File: src/rtl/multi_channel_sequencer.sv
// Plays NUM_CHANNELS order/pattern streams from one shared ROM, timing each note by
// counting enabled ticks, and emits notes one at a time tagged with their channel.
module multi_channel_sequencer #(
    parameter int  NUM_CHANNELS = 4,
    parameter int  ADDR_WIDTH   = 10,
    parameter int  ORDER_BASE   = 16,
    parameter int  PATTERN_BASE = 512,
    localparam int CH_W         = (NUM_CHANNELS > 1) ? $clog2(NUM_CHANNELS) : 1
) (
    input  logic                    i_clk,
    input  logic                    i_rst,
    input  logic                    i_start,
    input  logic                    i_enable,
    input  logic                    i_tick,
    output logic                    o_note_valid,
    input  logic                    i_note_ready,
    output logic [CH_W-1:0]         o_note_channel,
    output logic [5:0]              o_note_pitch,
    output logic [4:0]              o_note_len,
    output logic [3:0]              o_note_instrument,
    output logic [NUM_CHANNELS-1:0] o_done,
    output logic                    o_busy,
    output logic [ADDR_WIDTH-1:0]   o_rom_addr,
    input  logic [15:0]             i_rom_data
);

    typedef enum logic [3:0] {
        IDLE, HDR_ADDR, HDR_READ, ARB, ORD_ADDR, ORD_READ, PAT_ADDR, PAT_READ, OUTPUT
    } state_t;

    state_t state, state_next;

    logic [CH_W-1:0] ch, rr_ptr, grant_ch, rr_next, cand;
    logic            grant_found, accept, tick_en;

    logic [5:0] order_idx [NUM_CHANNELS];
    logic [5:0] last_idx  [NUM_CHANNELS];
    logic [5:0] rep_idx   [NUM_CHANNELS];
    logic [7:0] ptr       [NUM_CHANNELS];
    logic [7:0] len       [NUM_CHANNELS];
    logic [7:0] count     [NUM_CHANNELS];
    logic [5:0] wait_cnt  [NUM_CHANNELS];
    logic [NUM_CHANNELS-1:0] rep_en, need_order, pending, done;

    logic [5:0] note_pitch;
    logic [4:0] note_len;
    logic [3:0] note_instr;
    logic [5:0] note_wait;

    function automatic logic [CH_W-1:0] wrap_add(input logic [CH_W-1:0] base, input int offset);
        int sum;
        sum = int'(base) + offset;
        if (sum >= NUM_CHANNELS) sum = sum - NUM_CHANNELS;
        return CH_W'(sum);
    endfunction

    assign accept    = (state == OUTPUT) && i_note_ready;
    assign tick_en   = i_tick && i_enable;
    assign note_wait = (note_len == 5'd0) ? 6'd32 : {1'b0, note_len};

    // Round-robin: first live, pending channel at or after rr_ptr.
    always_comb begin
        grant_found = 1'b0;
        grant_ch    = '0;
        cand        = '0;
        for (int i = 0; i < NUM_CHANNELS; i++) begin
            cand = wrap_add(rr_ptr, i);
            if (!grant_found && pending[cand] && !done[cand]) begin
                grant_found = 1'b1;
                grant_ch    = cand;
            end
        end
    end

    assign rr_next = wrap_add(grant_ch, 1);

    always_ff @(posedge i_clk) begin
        if (i_rst) state <= IDLE;
        else       state <= state_next;
    end

    always_comb begin
        state_next = state;
        o_rom_addr = '0;
        case (state)
            IDLE:     if (i_start) state_next = HDR_ADDR;
            HDR_ADDR: begin
                o_rom_addr = ADDR_WIDTH'(ch);
                state_next = HDR_READ;
            end
            HDR_READ: state_next = (int'(ch) < NUM_CHANNELS - 1) ? HDR_ADDR : ARB;
            ARB: begin
                if (&done)            state_next = IDLE;
                else if (grant_found) state_next = need_order[grant_ch] ? ORD_ADDR : PAT_ADDR;
            end
            ORD_ADDR: begin
                o_rom_addr = ADDR_WIDTH'(ORDER_BASE + int'(ch) * 64 + int'(order_idx[ch]));
                state_next = ORD_READ;
            end
            ORD_READ: state_next = PAT_ADDR;
            PAT_ADDR: begin
                o_rom_addr = ADDR_WIDTH'(PATTERN_BASE + int'(ptr[ch]));
                state_next = PAT_READ;
            end
            PAT_READ: state_next = OUTPUT;
            OUTPUT:   if (i_note_ready) state_next = ARB;
            default:  state_next = IDLE;
        endcase
    end

    // Tick countdown first; the OUTPUT reload below overrides it for the accepted channel.
    always_ff @(posedge i_clk) begin
        if (i_rst) begin
            ch         <= '0;
            rr_ptr     <= '0;
            rep_en     <= '0;
            need_order <= '0;
            pending    <= '0;
            done       <= '0;
            note_pitch <= '0;
            note_len   <= '0;
            note_instr <= '0;
            for (int c = 0; c < NUM_CHANNELS; c++) begin
                order_idx[c] <= '0;
                last_idx[c]  <= '0;
                rep_idx[c]   <= '0;
                ptr[c]       <= '0;
                len[c]       <= '0;
                count[c]     <= '0;
                wait_cnt[c]  <= '0;
            end
        end else begin
            for (int c = 0; c < NUM_CHANNELS; c++) begin
                if (tick_en && !done[c] && wait_cnt[c] != 6'd0) begin
                    wait_cnt[c] <= wait_cnt[c] - 6'd1;
                    if (wait_cnt[c] == 6'd1) pending[c] <= 1'b1;
                end
            end
            case (state)
                IDLE: begin
                    if (i_start) begin
                        ch     <= '0;
                        rr_ptr <= '0;
                        done   <= '0;
                    end
                end
                HDR_READ: begin
                    last_idx[ch]   <= i_rom_data[5:0];
                    rep_idx[ch]    <= i_rom_data[11:6];
                    rep_en[ch]     <= i_rom_data[12];
                    order_idx[ch]  <= '0;
                    need_order[ch] <= 1'b1;
                    pending[ch]    <= 1'b1;
                    done[ch]       <= 1'b0;
                    wait_cnt[ch]   <= '0;
                    if (int'(ch) < NUM_CHANNELS - 1) ch <= ch + 1'b1;
                end
                ARB: begin
                    if (grant_found && !(&done)) begin
                        ch     <= grant_ch;
                        rr_ptr <= rr_next;
                    end
                end
                ORD_READ: begin
                    ptr[ch]        <= i_rom_data[7:0];
                    len[ch]        <= i_rom_data[15:8];
                    count[ch]      <= 8'd1;
                    need_order[ch] <= 1'b0;
                end
                PAT_READ: begin
                    note_pitch <= i_rom_data[5:0];
                    note_len   <= i_rom_data[10:6];
                    note_instr <= i_rom_data[14:11];
                end
                OUTPUT: begin
                    if (accept) begin
                        pending[ch]  <= 1'b0;
                        wait_cnt[ch] <= note_wait;
                        if (count[ch] < len[ch]) begin
                            ptr[ch]   <= ptr[ch] + 8'd1;
                            count[ch] <= count[ch] + 8'd1;
                        end else if (order_idx[ch] == last_idx[ch]) begin
                            if (rep_en[ch]) begin
                                order_idx[ch]  <= rep_idx[ch];
                                need_order[ch] <= 1'b1;
                            end else begin
                                done[ch] <= 1'b1;
                            end
                        end else begin
                            order_idx[ch]  <= order_idx[ch] + 6'd1;
                            need_order[ch] <= 1'b1;
                        end
                    end
                end
                default: ;
            endcase
        end
    end

    assign o_note_valid      = (state == OUTPUT);
    assign o_note_channel    = ch;
    assign o_note_pitch      = note_pitch;
    assign o_note_len        = note_len;
    assign o_note_instrument = note_instr;
    assign o_done            = done;
    assign o_busy            = (state != IDLE);

endmodule

File: config.mk
export PLATFORM = sky130hd
export DESIGN_NAME = multi_channel_sequencer
export DESIGN_NICKNAME = d
export VERILOG_FILES = /design/src/rtl/multi_channel_sequencer.sv
export SDC_FILE = /design/constraint.sdc
export NUM_CORES = 1
export LEC_CHECK = 0
export CORE_MARGIN = 10
export CORE_UTILIZATION = 55
export DETAILED_ROUTE_END_ITERATION = 7
export PLACE_DENSITY = 0.88
export SETUP_SLACK_MARGIN = 0.5
export SLEW_MARGIN = 20
export SYNTH_ARGS = -nofsm -noshare
export SYNTH_HDL_FRONTEND = slang
export SYNTH_SLANG_ARGS = --single-unit
File: constraint.sdc
create_clock -name i_clk -period 4.2 [get_ports i_clk]
set_input_delay 0.42 -clock i_clk [delete_from_list [all_inputs] [get_ports i_clk]]
set_output_delay 0.42 -clock i_clk [all_outputs]
set_load 0.005 [all_outputs]
==> impl_metrics.yaml, run 1 <==
run_status:
  status: "complete, no violations"
critical_path:
  worst-endpoint-arrival_ps: 3150
  ff2ff_setup_slack_ps: 700
  endpoint_kind: "primary output"
  critPathBufInv: 2
  cp.depth: 6
  worstSetupStartpointType: "register"
  crit_required_ps: 3780
  crit_chain: "buf_6 > mux4_1 > ha_1 > xor2_1 > a22o_1 > clkdlybuf4s50_1"
  crit_end: "o_rom_addr[6]"
  r2r_cells: 9
  critPathTopFamily: "buffers and inverters"
  critPathMaxStageDelay_ps: 710
  cp_slowest_cell: "mux4_1"
  worstSetupPathType: "register to primary output"
  r2r-end: "ptr[2][4]"
  crit_fanout: 14
cells_and_area:
  nets: 1070
  drive_above_1_share: 0.1085
  diodes: 0
  area_growth_pct: 13.90
cts:
  htree_num_levels: 1
  cts_root_buffer: "clkbuf_16"
  cts_buffers: 24
  clock_path_buffers: 3
  tritoncts: "yes"
  hold_buffers: 0
  numClockSinks: 233
  clk_latency_ps: 530
  path_clk_slew_ps: 60
sta:
  max_freq_ghz: 0.2804
  rsz0062_at_grt: "false"
  setup_violations: 0
  relSlewSlack: 0.2843
  final_hold_viol_count: 0
  hold_ws_ps: 463.5
  tightest_slew_ps: 1071
  fin_crit_sh: 0.8491
  fin_setup_tns_ps: 0
  finalMaxSlewViolations: 0
  skew_ps: 14.77
  period_needed_ps: 3566
synth:
  synth_seq_cells: 233
  yosys-top-cells-area: "edfxtp_1 (49%), dfxtp_1 (7.0%), mux4_2 (6.2%), nand2_1 (3.5%), and3_1 (3.4%)"
  synthMuxAreaShare: 0.09198
  ys.flop_type: "edfxtp_1"
  synth_top_family_by_area: "simple AND/OR/NAND/NOR gates"
  synth_area_leader_cell: "edfxtp_1"
  synth-compound-area-share: 0.08984
  synth_xor_area_frac: 0.02920
  synth_nets: 1026
  yosysSeqAreaShare: 0.5630
  syn_inst: 980
  post_synth_and_or_nand_nor_area_fraction: 0.1661
  synth_common_cells: "edfxtp_1 (192), nand2_1 (109), nor2_1 (67), and3_1 (63), a21oi_1 (46)"
  synthArstFlopShare: 0
  avgSynthCellArea_um2: 11.94
  synth.most_common_cell: "edfxtp_1"
  synth_area_mm2: 0.01170
  synthAdderAreaFrac: 0.02567
  synth_top_area_share: 0.4928
  synth_cell_type_count: 62
  synth_edf_count: 192
  ys.warnings.count: 0
floorplanning:
  row_count: 53
  start_util: 0.5583
  chipHeight_um: 165.8
  die_x_um: 165.8
  ioPinCount: 55
  core_area_mm2: 0.02096
  dieArea_mm2: 0.02750
global_route:
  grt_pass1_vias: 8474
  grt_pass1_wl_um: 46650
  grt_max_degree: 61
  antenna_found_initial: 0
  grt.total_usage: 0.2075
  overflow: 0
power_and_ir_drop:
  power.density_mw_per_mm2: 407.1
  leakagePower_nw: 4.971
  max-vdd-ir-drop_v: 0.0002927
drt:
  wire_per_inst_um: 22.71
  first_iter_violations: 1116
  dr.pass1.iters: 5
  route.detailed.drc: 0
  vias: 8454
  wirelength_um: 29890
  ant_nets: 0
  vias_per_cell: 6.424
flow_run:
  maxCapViolCount: 0
worst_hold_path:
  min_path_type: "register to register"
  min_from: "o_note_pitch[4]"
placed_design:
  dpl.hpwl_um: 20070
  portBuffers: 54
  gp_congestion: 0.8950
## state kept, by name (all words and copies together) (netlist names), named ones only
register and count:
rep_idx 24, o_note_pitch 6, rep_en 4, last_idx 24, rr_ptr 2, pending 4
state 4, o_note_instrument 4, order_idx 24, o_done 4, wait_cnt 24, o_note_channel 2
ptr 32, len 32, o_note_len 5, count 32
## cells in the final DEF (no fill, tap or decap), types with 5 or more instances in the layout
cell type and count:
buf_4 18, mux4_1 12, nor2b_1 7, nor4_1 6, clkbuf_16 25, a22oi_1 5
xnor2_1 18, dfxtp_1 39, a221oi_1 8, clkdlybuf4s50_1 53, o21ai_1 5, xor2_1 21
mux4_2 32, inv_1 38, a22o_1 6, clkbuf_1 6, nor4b_1 7, nand2_1 109
ha_1 24, and3_1 63, a2bb2oi_1 7, and2_1 32, a21oi_1 45, edfxtp_1 192
nor2_1 66, clkinv_2 5, a211oi_1 9, o21ai_0 32, nand3_1 16, nand2b_1 11
nor3_1 41, a21o_1 7
## through the flow
step | utilization | total power, mW | std cells | setup WS (ps) | area (um2)
2_1_floorplan | - | 3.194 | 980 | 508.1 | 11790
3_3_place_gp | 0.5985 | 3.381 | 1270 | 741.1 | 12540
3_5_place_dp | 0.5985 | 3.416 | 1270 | 630.9 | 12540
4_1_cts | 0.6339 | 5.414 | 1313 | 518.0 | 13280
5_1_grt | 0.6359 | 5.571 | 1316 | 495.9 | 13330
6_report | 0.6359 | 5.424 | 1316 | 633.7 | 13330
## routing by layer
layer  global-route usage  vias up  share of wire
met5                    0        -              0
met4              0.08166        0          0.034
met3              0.03620       85           0.10
met2               0.3518      532           0.50
met1               0.2583     4096           0.37
li1                     -     3741              -
## cells by family (layout without fill, tap and decap cells)
family,count (synthesis),count (layout)
xor+xnor,39,39
mux,48,48
fa+ha+maj,24,24
buf+inv,95,156
flops,233,233
compound gates,158,158
simple gates,383,383
## worst min path at each step
stage / to / slack, ps / cells past startpoint
final: o_note_pitch[4] / 460 / 2
after global routing: o_note_pitch[2] / 490 / 2
after CTS: o_note_pitch[0] / 470 / 2
after detailed placement: rep_en[1] / 450 / 2
after global placement: rep_en[3] / 440 / 2
after floorplan: rep_en[2] / 430 / 2
## where the power goes
part / internal, mW / switching [mW] / total [mW]
sequential: 2.59 / 0.0713 / 2.66
clock: 1.16 / 0.865 / 2.03
combinational: 0.278 / 0.457 / 0.735
total: 4.03 / 1.39 / 5.42
## repair_timing
action / 4_1_cts / 5_1_grt
setup endpoints to repair: 1 / 20
resized for setup: 1 / 2
pin swaps: 0 / 2
setup buffers: 0 / 3
## layout make-up
class                   instances  area, um2
flip-flops and latches        233       6591
clock inverters                11      77.57
fillers                      1498       7630
well taps                     275      344.1
inverters                      38      142.6
multi-input cells             652       4795
clock buffers                  32      661.9
repair buffers                 75      713.2
## worst register-to-register path: cells and delay by family, from the launching register on
family	cells	cell delay (ps)
AOI/OAI and AO/OA	3	1070
muxes	1	570
DFF	1	470
buffers and inverters	2	420
adders and majority gates	1	340
and+or+nand+nor	2	330
No activity file was read; power rests on OpenSTA's default activity.
==> inputs of run 2 (changes only) <==
--- a/config.mk
+++ b/config.mk
@@ -6,9 +6,9 @@
 export NUM_CORES = 1
 export LEC_CHECK = 0
 export CORE_MARGIN = 10
-export CORE_UTILIZATION = 55
+export CORE_UTILIZATION = 61
 export DETAILED_ROUTE_END_ITERATION = 7
-export PLACE_DENSITY = 0.88
+export PLACE_DENSITY = 0.91
 export SETUP_SLACK_MARGIN = 0.5
 export SLEW_MARGIN = 20
 export SYNTH_ARGS = -nofsm -noshare
==> constraint.sdc (replaced) <==
create_clock -name i_clk -period 3.7 [get_ports i_clk]
set_input_delay 0.37 -clock i_clk [delete_from_list [all_inputs] [get_ports i_clk]]
set_output_delay 0.37 -clock i_clk [all_outputs]
set_load 0.005 [all_outputs]
==> impl_metrics.yaml, run 2 (same netlist as run 1, synthesis figures left out) <==
run_status:
  status: "complete, no violations"
drt:
  vias: 9156
  ant_nets: 0
  wire_per_inst_um: 26.46
  route.detailed.drc: 0
  dr.pass1.iters: 7
  wirelength_um: 34920
  vias_per_cell: 6.936
  first_iter_violations: 1613
sta:
  final_hold_viol_count: 0
  setup_violations: 0
  fin_setup_tns_ps: 0
  period_needed_ps: 3433
  max_freq_ghz: 0.2913
  skew_ps: 22.71
  rsz0062_at_grt: "true"
  fin_crit_sh: 0.9279
  relSlewSlack: 0.3703
  finalMaxSlewViolations: 0
  tightest_slew_ps: 942.6
cells_and_area:
  nets: 1113
  drive_above_1_share: 0.1934
  layout_commonest_cell: "edfxtp_1"
  area_growth_pct: 20.65
  top_regs: "count: 32 flops, len: 32 flops, ptr: 32 flops"
  diodes: 0
  finalNonFillerCells: 1320
  most-common-layout-cells: "edfxtp_1 (192), nand2_1 (106), nor2_1 (64)"
placed_design:
  portBuffers: 54
  gp_congestion: 0.9738
  dp.cells: 1239
  dpl.hpwl_um: 20420
floorplanning:
  chipHeight_um: 158.5
  row_count: 50
  core_area_mm2: 0.01877
  die_x_um: 158.5
  ioPinCount: 55
  dieArea_mm2: 0.02512
  start_util: 0.6233
global_route:
  grt_max_degree: 60
  antenna_found_initial: 0
  grt_pass1_vias: 8847
  grt_pass1_wl_um: 50200
  overflow: 0
  grt.total_usage: 0.2591
cts:
  cts_buffers: 25
  tritoncts: "yes"
  htree_num_levels: 1
  hold_buffers: 0
  cts_root_buffer: "clkbuf_16"
  clock_path_buffers: 3
  path_clk_slew_ps: 60
  clk_latency_ps: 540
  numClockSinks: 233
critical_path:
  worstSetupStartpointType: "register"
  crit_required_ps: 3940
  worst-endpoint-arrival_ps: 3670
  worstSetupPathType: "register to register"
  endpoint_kind: "register"
  crit_fanout: 8
power_and_ir_drop:
  max-vdd-ir-drop_v: 0.0003368
  power.density_mw_per_mm2: 465.8
  leakagePower_nw: 5.270
flow_run:
  maxCapViolCount: 0
worst_hold_path:
  min_path_type: "register to register"
run 2: cell types whose count changed in the layout (fill, tap and decap cells not counted), sizes merged:
cell,change
clkinv,+3
buf,+39
clkinvlp,+1
inv,+1
clkbuf,+1
run 2: per-layer routing:
layer	share of wire	wire, um	track usage	vias up
li1	-	-	-	3815
met1	0.34	11890	0.3284	4345
met3	0.12	4182	0.04722	187
met2	0.48	16880	0.4232	809
met5	0	0	0	-
met4	0.057	1976	0.1240	0
run 2: path summary, 6_finish.rpt:
path                                 startpoint         endpoint  slack (ps)  cells past startpoint
worst max-delay path                   register        ptr[2][5]         270                     13
worst min-delay path            o_note_pitch[4]  o_note_pitch[4]         460                      2
worst max register to register         register        ptr[2][5]         270                     13
worst min register to register  o_note_pitch[4]  o_note_pitch[4]         460                      2
run 2: area by class of cell:
cell class	instances	area, um2
fill	1073	4653
timing repair buffer	117	1212
multi-input combinational	652	5062
sequential	233	6591
inverter	38	142.6
tap	234	292.8
clock buffer	30	695.7
clock inverter	16	117.6
run 2: critical path, cell delays in order, from the launching register on:
cell and delay, ps:
dfxtp_4 390, buf_12 150, buf_4 120, mux4_2 500
inv_2 100, ha_4 210, a211oi_2 290, nand2_2 170
nor2_2 310, or3_4 210, a21oi_4 60, buf_12 140
o21bai_4 230, clkbuf_16 230
run 2: where the power goes:
part           switching [mW]  total [mW]  internal [mW]
Sequential             0.0720        3.01           2.94
Clock                    1.07        2.48           1.41
Combinational           0.653        1.08          0.431
run 2: repair_timing:
item                                    in CTS  in global routing
buffers inserted                             8                 24
gates resized for setup                     16                 50
endpoints found under the setup margin     163                175
endpoints found under the hold margin        0                  0
pin swaps                                    5                 14
gates cloned                                 0                  3
run 2: stage by stage:
stage | instance area, um2 | total power, mW | hold slack (ps) | setup WS [ps] | util
2_1_floorplan | 11860 | 3.646 | 433.1 | 271.1 | -
3_3_place_gp | 12630 | 3.871 | 440.6 | 520.1 | 0.6731
3_5_place_dp | 12630 | 3.918 | 449.4 | 374.6 | 0.6731
4_1_cts | 13620 | 6.354 | 457.3 | 389.9 | 0.7255
5_1_grt | 14110 | 6.745 | 475.1 | 208.4 | 0.7521
6_report | 14110 | 6.575 | 456.5 | 266.9 | 0.7521
==> inputs of run 3 (changes only) <==
--- a/config.mk
+++ b/config.mk
@@ -8,6 +8,7 @@
 export CORE_MARGIN = 10
 export CORE_UTILIZATION = 61
 export DETAILED_ROUTE_END_ITERATION = 7
+export MAX_ROUTING_LAYER = met4
 export PLACE_DENSITY = 0.91
 export SETUP_SLACK_MARGIN = 0.5
 export SLEW_MARGIN = 20
==> impl_metrics.yaml, run 3 (same netlist as run 1, synthesis figures left out) <==
cells_and_area:
  top_regs: "count: 32 flops, len: 32 flops, ptr: 32 flops"
  finalNonFillerCells: 1307
  layout_commonest_cell: "edfxtp_1"
  area_growth_pct: 18.09
  nets: 1102
  nFillCells: 1126
  most-common-layout-cells: "edfxtp_1 (192), nand2_1 (107), nor2_1 (65)"
  drive_above_1_share: 0.1668
  diodes: 0
  seq_area_mm2: 0.006591
  multiInputGateArea_mm2: 0.004980
cts:
  tritoncts: "yes"
  hold_buffers: 0
  htree_num_levels: 1
  clk_latency_ps: 530
  clock_path_buffers: 3
  cts_root_buffer: "clkbuf_16"
  path_clk_slew_ps: 70
  numClockSinks: 233
  cts_buffers: 24
placed_design:
  portBuffers: 54
  dp.cells: 1237
  gp_congestion: 0.9867
  dpl.hpwl_um: 20200
power_and_ir_drop:
  power_switching_mw: 1.691
  p_comb_frac: 0.156
  max-vdd-ir-drop_v: 0.0003437
  power.density_mw_per_mm2: 457.5
  power_mw: 6.320
  leakagePower_nw: 5.145
  sw_frac_of_total: 0.2676
  pwr-share-seq: 0.477
  p_clk_frac: 0.367
  intPower_mw: 4.629
floorplanning:
  die_x_um: 158.5
  chipHeight_um: 158.5
  start_util: 0.6233
  dieArea_mm2: 0.02512
  core_area_mm2: 0.01877
  ioPinCount: 55
  row_count: 50
drt:
  vias_per_cell: 6.801
  route.detailed.drc: 0
  first_iter_violations: 1433
  dr.pass1.iters: 6
  ant_nets: 0
  vias: 8889
  wirelength_um: 32400
  wire_per_inst_um: 24.79
critical_path:
  crit_fanout: 16
  r2r_cells: 10
  worstSetupStartpointType: "register"
  r2r-end: "count[3][2]"
  crit_required_ps: 3950
  worst-endpoint-arrival_ps: 3510
  worstSetupPathType: "register to register"
  endpoint_kind: "register"
  ff2ff_setup_slack_ps: 440
sta:
  final_hold_viol_count: 0
  rsz0062_at_grt: "true"
  hold_ws_ps: 455.9
  fin_setup_tns_ps: 0
  period_needed_ps: 3258
  finalMaxSlewViolations: 0
  max_freq_ghz: 0.3069
  skew_ps: 15.60
  relSlewSlack: 0.3126
  setup_violations: 0
  tightest_slew_ps: 1029
  fin_crit_sh: 0.8806
worst_hold_path:
  min_path_type: "register to register"
  whs_path_depth: 2
  hold_end: "o_note_instrument[1]"
  min_from: "o_note_instrument[1]"
global_route:
  grt_pass1_wl_um: 47230
  grt.total_usage: 0.2477
  overflow: 0
  antenna_found_initial: 0
  grt_pass1_vias: 8560
  grt_max_degree: 60
run_status:
  status: "complete, no violations"
flow_run:
  maxCapViolCount: 0
==> run 3: what timing repair did <==
action                                  4_1_cts  5_1_grt
resized for setup                            11       31
cloned                                        0        2
setup buffers                                10       15
endpoints found under the setup margin      102      162
pin swaps                                     4        5
==> run 3: layout make-up <==
class / instances / area share
clock buffer: 33 / 0.04963
inverter: 38 / 0.01033
tap: 234 / 0.02119
timing repair buffer: 107 / 0.07626
clock inverter: 10 / 0.004981
sequential: 233 / 0.4771
multi-input combinational: 652 / 0.3605
==> run 3: power groups by stage <==
stage               clock network [mW]  registers (mW)  logic [mW]
detailed placement                   0            3.06       0.852
floorplan                            0            3.02       0.623
finish                            2.32            3.02       0.983
global placement                     0            3.05       0.819
global route                      2.42            3.02        1.03
CTS                               2.31            3.01       0.875
==> run 3: per-layer routing <==
layer | GRT usage | routed length [um] | vias to the layer above
li1 | - | - | 3794
met1 | 0.3155 | 11320 | 4226
met2 | 0.3936 | 15870 | 725
met3 | 0.03238 | 3593 | 144
met4 | 0.1090 | 1615 | 0
met5 | - | 0 | -
==> run 3: per-stage QoR <==
| step | area (um2) | utilization | setup WS [ps] |
|---|---|---|---|
| 6_report | 13810 | 0.7361 | 441.7 |
| 5_1_grt | 13810 | 0.7361 | 337.3 |
| 4_1_cts | 13510 | 0.7197 | 408.6 |
| 3_5_place_dp | 12620 | 0.6723 | 398.3 |
| 3_3_place_gp | 12620 | 0.6723 | 516.2 |
| 2_1_floorplan | 11860 | - | 271.1 |
==> run 3: worst max-delay path, cell delays in order, from the launching register on <==
cell	delay (ps)
dfxtp_4	440
clkbuf_16	180
mux4_2	560
ha_1	350
nand3_1	160
nand2_1	160
a211oi_4	50
or3_4	420
a21oi_4	340
o21bai_4	70
buf_4	230
==> run 3: worst max path at each step <==
stage | end | slack (ps) | cells past startpoint
2_1_floorplan | count[0][0] | 270 | 13
3_3_place_gp | order_idx[2][3] | 520 | 9
3_5_place_dp | order_idx[0][1] | 400 | 7
4_1_cts | o_rom_addr[6] | 410 | 6
5_1_grt | order_idx[0][2] | 340 | 9
6_report | count[3][2] | 440 | 10
